--- config.mk ---
export PLATFORM = sky130hd
export DESIGN_NAME = tt_sweep_checker_settle_timer
export DESIGN_NICKNAME = d
export VERILOG_FILES = /design/src/rtl/tt_sweep_checker_pkg.sv /design/src/rtl/tt_sweep_checker_settle_timer.sv
export SDC_FILE = /design/constraint.sdc
export NUM_CORES = 1
export LEC_CHECK = 0
export BUFFER_PORTS_ARGS = -buffer_cell sky130_fd_sc_hd__buf_2
export CORE_AREA = 10 10 47 49
export DETAILED_ROUTE_END_ITERATION = 8
export DIE_AREA = 0 0 57 59
export SLEW_MARGIN = 20
export SYNTH_ARGS = -nofsm -noshare
export SYNTH_HDL_FRONTEND = slang
export SYNTH_SLANG_ARGS = --single-unit
--- constraint.sdc ---
create_clock -name clk -period 2.2 [get_ports clk]
set_input_delay 0.22 -clock clk [delete_from_list [all_inputs] [get_ports clk]]
set_output_delay 0.22 -clock clk [all_outputs]
set_load 0.005 [all_outputs]
--- src/rtl/tt_sweep_checker_pkg.sv ---
// Shared definitions for the truth-table sweep checker: FSM encoding and
// settle counter width.
package tt_sweep_checker_pkg;

  typedef enum logic [1:0] {
    S_IDLE  = 2'd0,
    S_WAIT  = 2'd1,
    S_CHECK = 2'd2,
    S_DONE  = 2'd3
  } state_t;

  localparam int CNT_W = 4;

endpackage

--- src/rtl/tt_sweep_checker_settle_timer.sv ---
// Settle timer: counts WAIT cycles up from zero and flags the last one
// (count == SETTLE-1). load clears, en advances.
module tt_sweep_checker_settle_timer
  import tt_sweep_checker_pkg::*;
#(
  parameter int SETTLE = 1
) (
  input  logic clk,
  input  logic reset,
  input  logic load,
  input  logic en,
  output logic term
);

  localparam logic [CNT_W-1:0] LAST = CNT_W'(SETTLE - 1);

  logic [CNT_W-1:0] count;

  always_ff @(posedge clk or posedge reset) begin
    if (reset) begin
      count <= '0;
    end else if (load) begin
      count <= '0;
    end else if (en) begin
      count <= count + CNT_W'(1);
    end
  end

  assign term = (count == LAST);

endmodule

==> flow_summary.yaml, run 1 <==
die:
  die_w_microns: 57
  start_util_pct: 16.0
  core-area_sq_mm: 0.00140
  ios: 5
  die_h_microns: 59
  die-area_sq_mm: 0.00336
  num_rows: 14
routing:
  drc: 0
  drt_pass1_iterations: 2
  first_iter_violations: 3
  wl_per_cell_microns: 8.98
  wl_microns: 404
  vias: 162
  vias_per_cell: 3.60
  postRouteAntennaNets: 0
critical_path:
  slowest_delay_ps: 410
  crit_arrival_ps: 1150
  cp_cell_sequence: "inv_1, ha_1, nor3b_1, buf_2"
  start_kind: "register"
  path_max_fanout: 4
  crit_type: "reg2out"
  cp.required_ps: 1980
  slowest_stage: "dfrtp_1"
  end_kind: "output pin"
cts:
  cts_setup_buffers: 0
  cts_buffers: 3
  cts_hold_buf: 1
  tritoncts: "built"
  clkSinkCount: 4
  cts-resized-gates: 0
  clk_pin_slew_ps: 30
  cts-root-buf: "clkbuf_4"
  clk_latency_ps: 230
  clock_path_buffers: 2
  h-tree-depth: 1
layout:
  top_regs: "count: 4 flops"
  diodes: 0
  largest_reg_flops: 4
  design_area_sq_um: 297
  final_cell_mix: "4 x dfrtp_1, 4 x buf_2, 3 x nor2_1, 3 x inv_1, 3 x clkbuf_4"
  postLayoutCoreUtil_pct: 21.2
  area_delta_synth_final_pct: 32.4
  top_register: "count"
  drive_gt1_share_pct: 31.0
  final_nets: 37
  final_cells: 45
global_route:
  grt_first_pass_wirelength_microns: 752
  grt-ovfl-total: 0
  grt_use_met3_pct: 2.58
  grt_usage_pct: 2.99
  grtUsageMet2_pct: 3.57
  grt_max_degree: 6
  antenna_found_initial: 0
  globalRouteMet1Util_pct: 2.99
  busiest_layer: "met2"
  grt_pass1_vias: 192
synthesis:
  synth_seq_cells: 4
  syn_area_sq_um: 224
  post_synth_fa_ha_maj_area_fraction_pct: 11.2
  synth-simple-area-share_pct: 17.3
  ys_types: 13
  synth_top_family_by_area: "simple AND/OR/NAND/NOR gates"
  synth_warnings: 0
  ys_seq_area_share_pct: 44.7
  synth_fp_nets: 27
  syn_avg_cell_area_sq_um: 10.7
  synth_compound_area_share_pct: 6.70
  synth_mux_area_share_pct: 11.2
  post_synth_xor_area_fraction_pct: 3.91
  synth_cells: 21
power:
  ir_drop_v: 0.000200
  combPwrFrac_pct: 13.2
  power_uw: 194
  p_int_uw: 152
  seq_power_share_pct: 42.5
  p_switching_uw: 41.5
  leakage_nw: 0.147
  clkPwrFrac_pct: 44.4
  swShare_pct: 21.5
  power_density_mw_per_mm2: 653
sta:
  period_minus_slack_ps: 1370
  rsz0062_at_grt: "no"
  setup_viol: 0
  skew_ps: 0.0903
  setup_ws_ps: 835
  hold_viol: 0
  fmax_mhz: 733
  finalSetupTns_ps: 0
  period_share_pct: 62.0
  maxSlewViolCount: 0
  hold_ws_ps: 210
  slew_headroom_pct: 89.3
  worstMarginPinSlew_ps: 160
outcome:
  outcome: "complete, no violations"
worst_hold_path:
  hp-class: "in2reg"
placed_design:
  place_hpwl_microns: 341
  post-place-ws_ps: 1060
  numPortBuffers: 4
  routabilityCongestion: 0.630
  dpl-instance-area_sq_um: 264
  dpl.cell_count: 41
flow_run:
  max_cap_viol_count: 0
layer usage:
| metal | wire, microns | vias up |
|---|---|---|
| li1 | - | 85 |
| met2 | 167 | 4 |
| met5 | 0 | - |
| met4 | 0 | 0 |
| met1 | 185 | 73 |
| met3 | 51 | 0 |
area by class of cell:
class | count | area [sq um]
fillers | 162 | 1100
multi-input cells | 14 | 113
flip-flops and latches | 4 | 100
repair buffers | 5 | 30.0
clock buffers | 3 | 22.5
well taps | 16 | 20.0
inverters | 3 | 11.3
kinds of logic after synthesis:
kind of cell,after synthesis
and+or+nand+nor,7
DFF,4
buffers and inverters,3
AOI/OAI and AO/OA,2
muxes,2
adders and majority gates,2
xor gates and xnor gates,1
critical path, delay by kind of cell, from the launching register on:
family | cells | cell delay, ps
adders and majority gates | 1 | 130
buffers and inverters | 2 | 210
DFF | 1 | 410
and+or+nand+nor | 1 | 170
power groups by stage:
stage,Sequential [mW],Combinational (mW),Clock [mW]
3_5_place_dp,0.0831,0.0250,0
2_1_floorplan,0.0820,0.0146,0
3_3_place_gp,0.0830,0.0238,0
4_1_cts,0.0822,0.0263,0.0905
5_1_grt,0.0829,0.0309,0.0952
6_report,0.0822,0.0255,0.0859
synth_stat cells:
cell type  count  area share [%]
nand3b_1       1             3.4
nor2b_1        1             2.8
a21bo_2        1             4.5
dfrtp_1        4              45
nor2_1         3             5.0
a21oi_1        1             2.2
nand4_1        1             2.8
xnor2_1        1             3.9
inv_1          3             5.0
mux2_4         1             6.7
ha_1           2              11
mux2i_1        1             4.5
nor3b_1        1             3.4
path summary, 6_finish.rpt:
check,start,end,depth (start not counted),slack (ps)
max,count[0],term,4,830
max reg2reg,count[0],count[2],3,1150
min in group asynchronous,reset,count[0],3,410
min reg2reg,count[2],count[2],2,600
max in group asynchronous,reset,count[1],3,1640
min,load,count[0],2,210
No activity file was read; power rests on OpenSTA's default activity.
==> run 2: changes to the inputs <==
clock period = 1.3 ns   (was 2.2 ns; I/O delays follow)
==> flow_summary.yaml, run 2 (same netlist as run 1, synthesis figures left out) <==
outcome:
  outcome: "complete, no violations"
power:
  p_int_uw: 266
  swShare_pct: 21.9
  combPwrFrac_pct: 16.5
  leakage_nw: 0.161
  p_switching_uw: 74.7
  seq_power_share_pct: 39.8
  clkPwrFrac_pct: 43.7
  power_density_mw_per_mm2: 1080
  ir_drop_v: 0.000286
critical_path:
  path_max_fanout: 3
  end_kind: "output pin"
  crit_arrival_ps: 1060
  r2r-start: "count[0]"
  crit_type: "reg2out"
  start_kind: "register"
  slowest_delay_ps: 350
  cp.required_ps: 1170
  slowest_stage: "dfrtp_1"
  cp-startpoint: "count[1]"
  cp_cell_sequence: "inv_1, ha_1, nor3b_2, buf_2"
die:
  die_w_microns: 57
  ios: 5
  die-area_sq_mm: 0.00336
  start_util_pct: 16.0
  core-area_sq_mm: 0.00140
  die_h_microns: 59
  num_rows: 14
layout:
  area_delta_synth_final_pct: 41.3
  diodes: 0
  fillCellCount: 162
  postLayoutCoreUtil_pct: 22.6
  final_cell_mix: "4 x dfrtp_1, 4 x buf_2, 3 x nor2_1, 3 x inv_1, 3 x clkbuf_4"
  top_regs: "count: 4 flops"
  drive_gt1_share_pct: 38.7
  largest_reg_flops: 4
  final_nets: 39
  top_register: "count"
cts:
  clkSinkCount: 4
  tritoncts: "built"
  cts_buffers: 3
  clk_pin_slew_ps: 40
  cts-root-buf: "clkbuf_4"
  clock_path_buffers: 2
  clk_latency_ps: 230
  h-tree-depth: 1
routing:
  vias_per_cell: 3.62
  drc: 0
  vias: 170
  first_iter_violations: 3
  wl_microns: 428
  postRouteAntennaNets: 0
  drt_pass1_iterations: 4
  wl_per_cell_microns: 9.11
worst_hold_path:
  hp-class: "in2reg"
  holdCritStartpoint: "load"
sta:
  period_share_pct: 91.3
  hold_viol: 0
  finalSetupTns_ps: 0
  rsz0062_at_grt: "no"
  skew_ps: 0.178
  slew_headroom_pct: 92.2
  worstMarginPinSlew_ps: 114
  maxSlewViolCount: 0
  period_minus_slack_ps: 1190
  fmax_mhz: 843
  setup_viol: 0
global_route:
  grt_pass1_vias: 196
  grt_max_degree: 6
  grt-ovfl-total: 0
  grt_first_pass_wirelength_microns: 800
  antenna_found_initial: 0
  grt_usage_pct: 3.28
placed_design:
  numPortBuffers: 4
  place_hpwl_microns: 358
  routabilityCongestion: 0.640
flow_run:
  max_cap_viol_count: 0
## run 2: path summary, 6_finish.rpt
path,endpoint,slack (ps),cells after the start
worst max-delay path,term,110,4
worst min-delay path,count[0],110,2
worst max register to register,count[2],180,4
worst min register to register,count[1],550,2
max in group asynchronous,count[3],840,3
min in group asynchronous,count[2],320,3
## run 2: layout make-up
class                      count  area [sq um]  share of cell area [%]
clock buffer                   3          22.5                    7.11
multi-input combinational     14           118                    37.2
inverter                       3          11.3                    3.56
sequential                     4           100                    31.6
timing repair buffer           7          45.0                    14.2
tap                           16          20.0                    6.32
## run 2: power by group through the flow
stage	Clock (mW)	Sequential, mW	Combinational [mW]
final	0.149	0.136	0.0563
after global routing	0.177	0.136	0.0648
after CTS	0.162	0.136	0.0530
after detailed placement	0	0.140	0.0438
after global placement	0	0.140	0.0415
after floorplan	0	0.139	0.0247
## run 2: per-layer routing
| metal | global-route usage [%] | vias up | wire length (microns) |
|---|---|---|---|
| met5 | 0 | - | 0 |
| li1 | - | 90 | - |
| met4 | 4.03 | 0 | 0 |
| met3 | 2.36 | 0 | 45 |
| met2 | 4.50 | 4 | 216 |
| met1 | 2.85 | 76 | 167 |
## run 2: repair_timing
item                                    CTS  global route
endpoints found under the hold margin     4             0
gates resized for setup                   0             1
hold buffers                              1             0
endpoints found under the setup margin    1             1
buffers inserted                          1             1
## run 2: through the flow
| step | instances | hold slack, ps | worst slack (ps) | power (mW) | cell area [sq um] |
|---|---|---|---|---|---|
| after floorplan | 21 | -104 | 320 | 0.164 | 224 |
| after global placement | 41 | 16.3 | 273 | 0.181 | 264 |
| after detailed placement | 41 | 17.6 | 256 | 0.184 | 264 |
| after CTS | 46 | 106 | 14.7 | 0.351 | 304 |
| after global routing | 47 | 107 | 36.6 | 0.378 | 317 |
| final | 47 | 111 | 113 | 0.341 | 317 |
## run 2: critical path: cells and delay by family, from the launching register on
family	cells	cell delay (ps)
flops	1	350
buf+inv	2	170
simple gates	1	140
fa+ha+maj	1	160
==> run 3: changes to the inputs <==
PLACE_DENSITY = 0.43   (was unset)
==> flow_summary.yaml, run 3 (same netlist as run 1, synthesis figures left out) <==
critical_path:
  crit_arrival_ps: 1090
  start_kind: "register"
  rrSetupSlack_ps: 140
  end_kind: "output pin"
  r2r-start: "count[0]"
  cp-endpoint: "term"
  crit_type: "reg2out"
  cp.required_ps: 1170
  path_max_fanout: 4
  r2r_cells: 4
  r2r-end: "count[2]"
  cp-startpoint: "count[1]"
routing:
  postRouteAntennaNets: 0
  drt_pass1_iterations: 2
  vias: 178
  first_iter_violations: 3
  wl_per_cell_microns: 9.48
  vias_per_cell: 3.87
  drc: 0
  wl_microns: 436
global_route:
  grt_pass1_vias: 205
  grt_first_pass_wirelength_microns: 731
  antenna_found_initial: 0
  grt_usage_pct: 2.94
  grt-ovfl-total: 0
  grt_max_degree: 6
placed_design:
  numPortBuffers: 4
  routabilityCongestion: 0.764
  dpl.cell_count: 41
  place_hpwl_microns: 337
die:
  core-area_sq_mm: 0.00140
  num_rows: 14
  die_w_microns: 57
  ios: 5
  start_util_pct: 16.0
  die_h_microns: 59
  die-area_sq_mm: 0.00336
sta:
  hold_viol: 0
  period_share_pct: 94.1
  worstMarginPinSlew_ps: 125
  fmax_mhz: 817
  skew_ps: 0.0272
  maxSlewViolCount: 0
  slew_headroom_pct: 91.4
  finalSetupTns_ps: 0
  rsz0062_at_grt: "no"
  period_minus_slack_ps: 1220
  setup_viol: 0
layout:
  diodes: 0
  top_regs: "count: 4 flops"
  final_cells: 46
  largest_reg_flops: 4
  top_register: "count"
  final_cell_mix: "4 x dfrtp_1, 4 x buf_2, 3 x nor2_1, 3 x inv_1, 3 x clkbuf_4"
  drive_gt1_share_pct: 36.7
  final_nets: 38
  fillCellCount: 160
  area_delta_synth_final_pct: 38.0
cts:
  cts_buffers: 3
  clkSinkCount: 4
  clk_latency_ps: 230
  h-tree-depth: 1
  tritoncts: "built"
  cts-root-buf: "clkbuf_4"
  clock_path_buffers: 2
  clk_pin_slew_ps: 40
power:
  power_density_mw_per_mm2: 1100
  leakage_nw: 0.156
  ir_drop_v: 0.000481
outcome:
  outcome: "complete, no violations"
worst_hold_path:
  holdPathStages: 2
  hp-class: "in2reg"
flow_run:
  max_cap_viol_count: 0
## run 3: changes by cell type in the layout (fill, tap and decap cells not counted), sizes merged
cell and delta:
buf -1
## run 3: metrics by stage
step / instance area, sq um / power, mW / hold slack, ps / worst slack (ps) / util (%)
after detailed placement: 264 / 0.183 / 14.4 / 254 / 18.8
after floorplan: 224 / 0.164 / -104 / 320 / -
after CTS: 297 / 0.342 / 113 / 7.84 / 21.2
after global routing: 309 / 0.362 / 123 / 2.81 / 22.1
after global placement: 264 / 0.181 / 11.2 / 256 / 18.8
final: 309 / 0.339 / 121 / 76.7 / 22.1
## run 3: layout make-up
class	instances	area [sq um]	area share (%)
Clock buffer	3	22.5	7.29
Inverter	3	11.3	3.64
Multi-Input combinational cell	14	118	38.1
Sequential cell	4	100	32.4
Tap cell	16	20.0	6.48
Timing Repair Buffer	6	37.5	12.1
## run 3: layer usage
layer / routed length, microns / GRT usage (%) / up-vias
met1: 188 / 2.37 / 84
met2: 213 / 4.65 / 5
li1: - / - / 87
met5: 0 / 0 / -
met4: 18 / 4.03 / 0
met3: 15 / 1.29 / 2
## run 3: power breakdown
group	switching (mW)	internal, mW	total [mW]
combinational	0.0238	0.0280	0.0518
sequential	0.00603	0.132	0.138
clock	0.0465	0.103	0.149
## run 3: worst min-delay path by stage
stage                from  endpoint  slack [ps]
floorplan           reset  count[0]        -100
global placement    reset  count[1]          10
detailed placement  reset  count[1]          10
CTS                  load  count[2]         110
global route         load  count[0]         120
finish               load  count[2]         120
## run 3: timing repair
item / in CTS / in global routing
buffers inserted: 0 / 1
resized for setup: 0 / 1
hold buffers: 1 / 0
hold endpoints to repair: 4 / 0
setup endpoints to repair: 0 / 1
## run 3: critical path: stages, from the launching register on
cell and delay (ps):
dfrtp_1 380, inv_1 60, ha_1 160, nor3b_2 140, buf_2 130
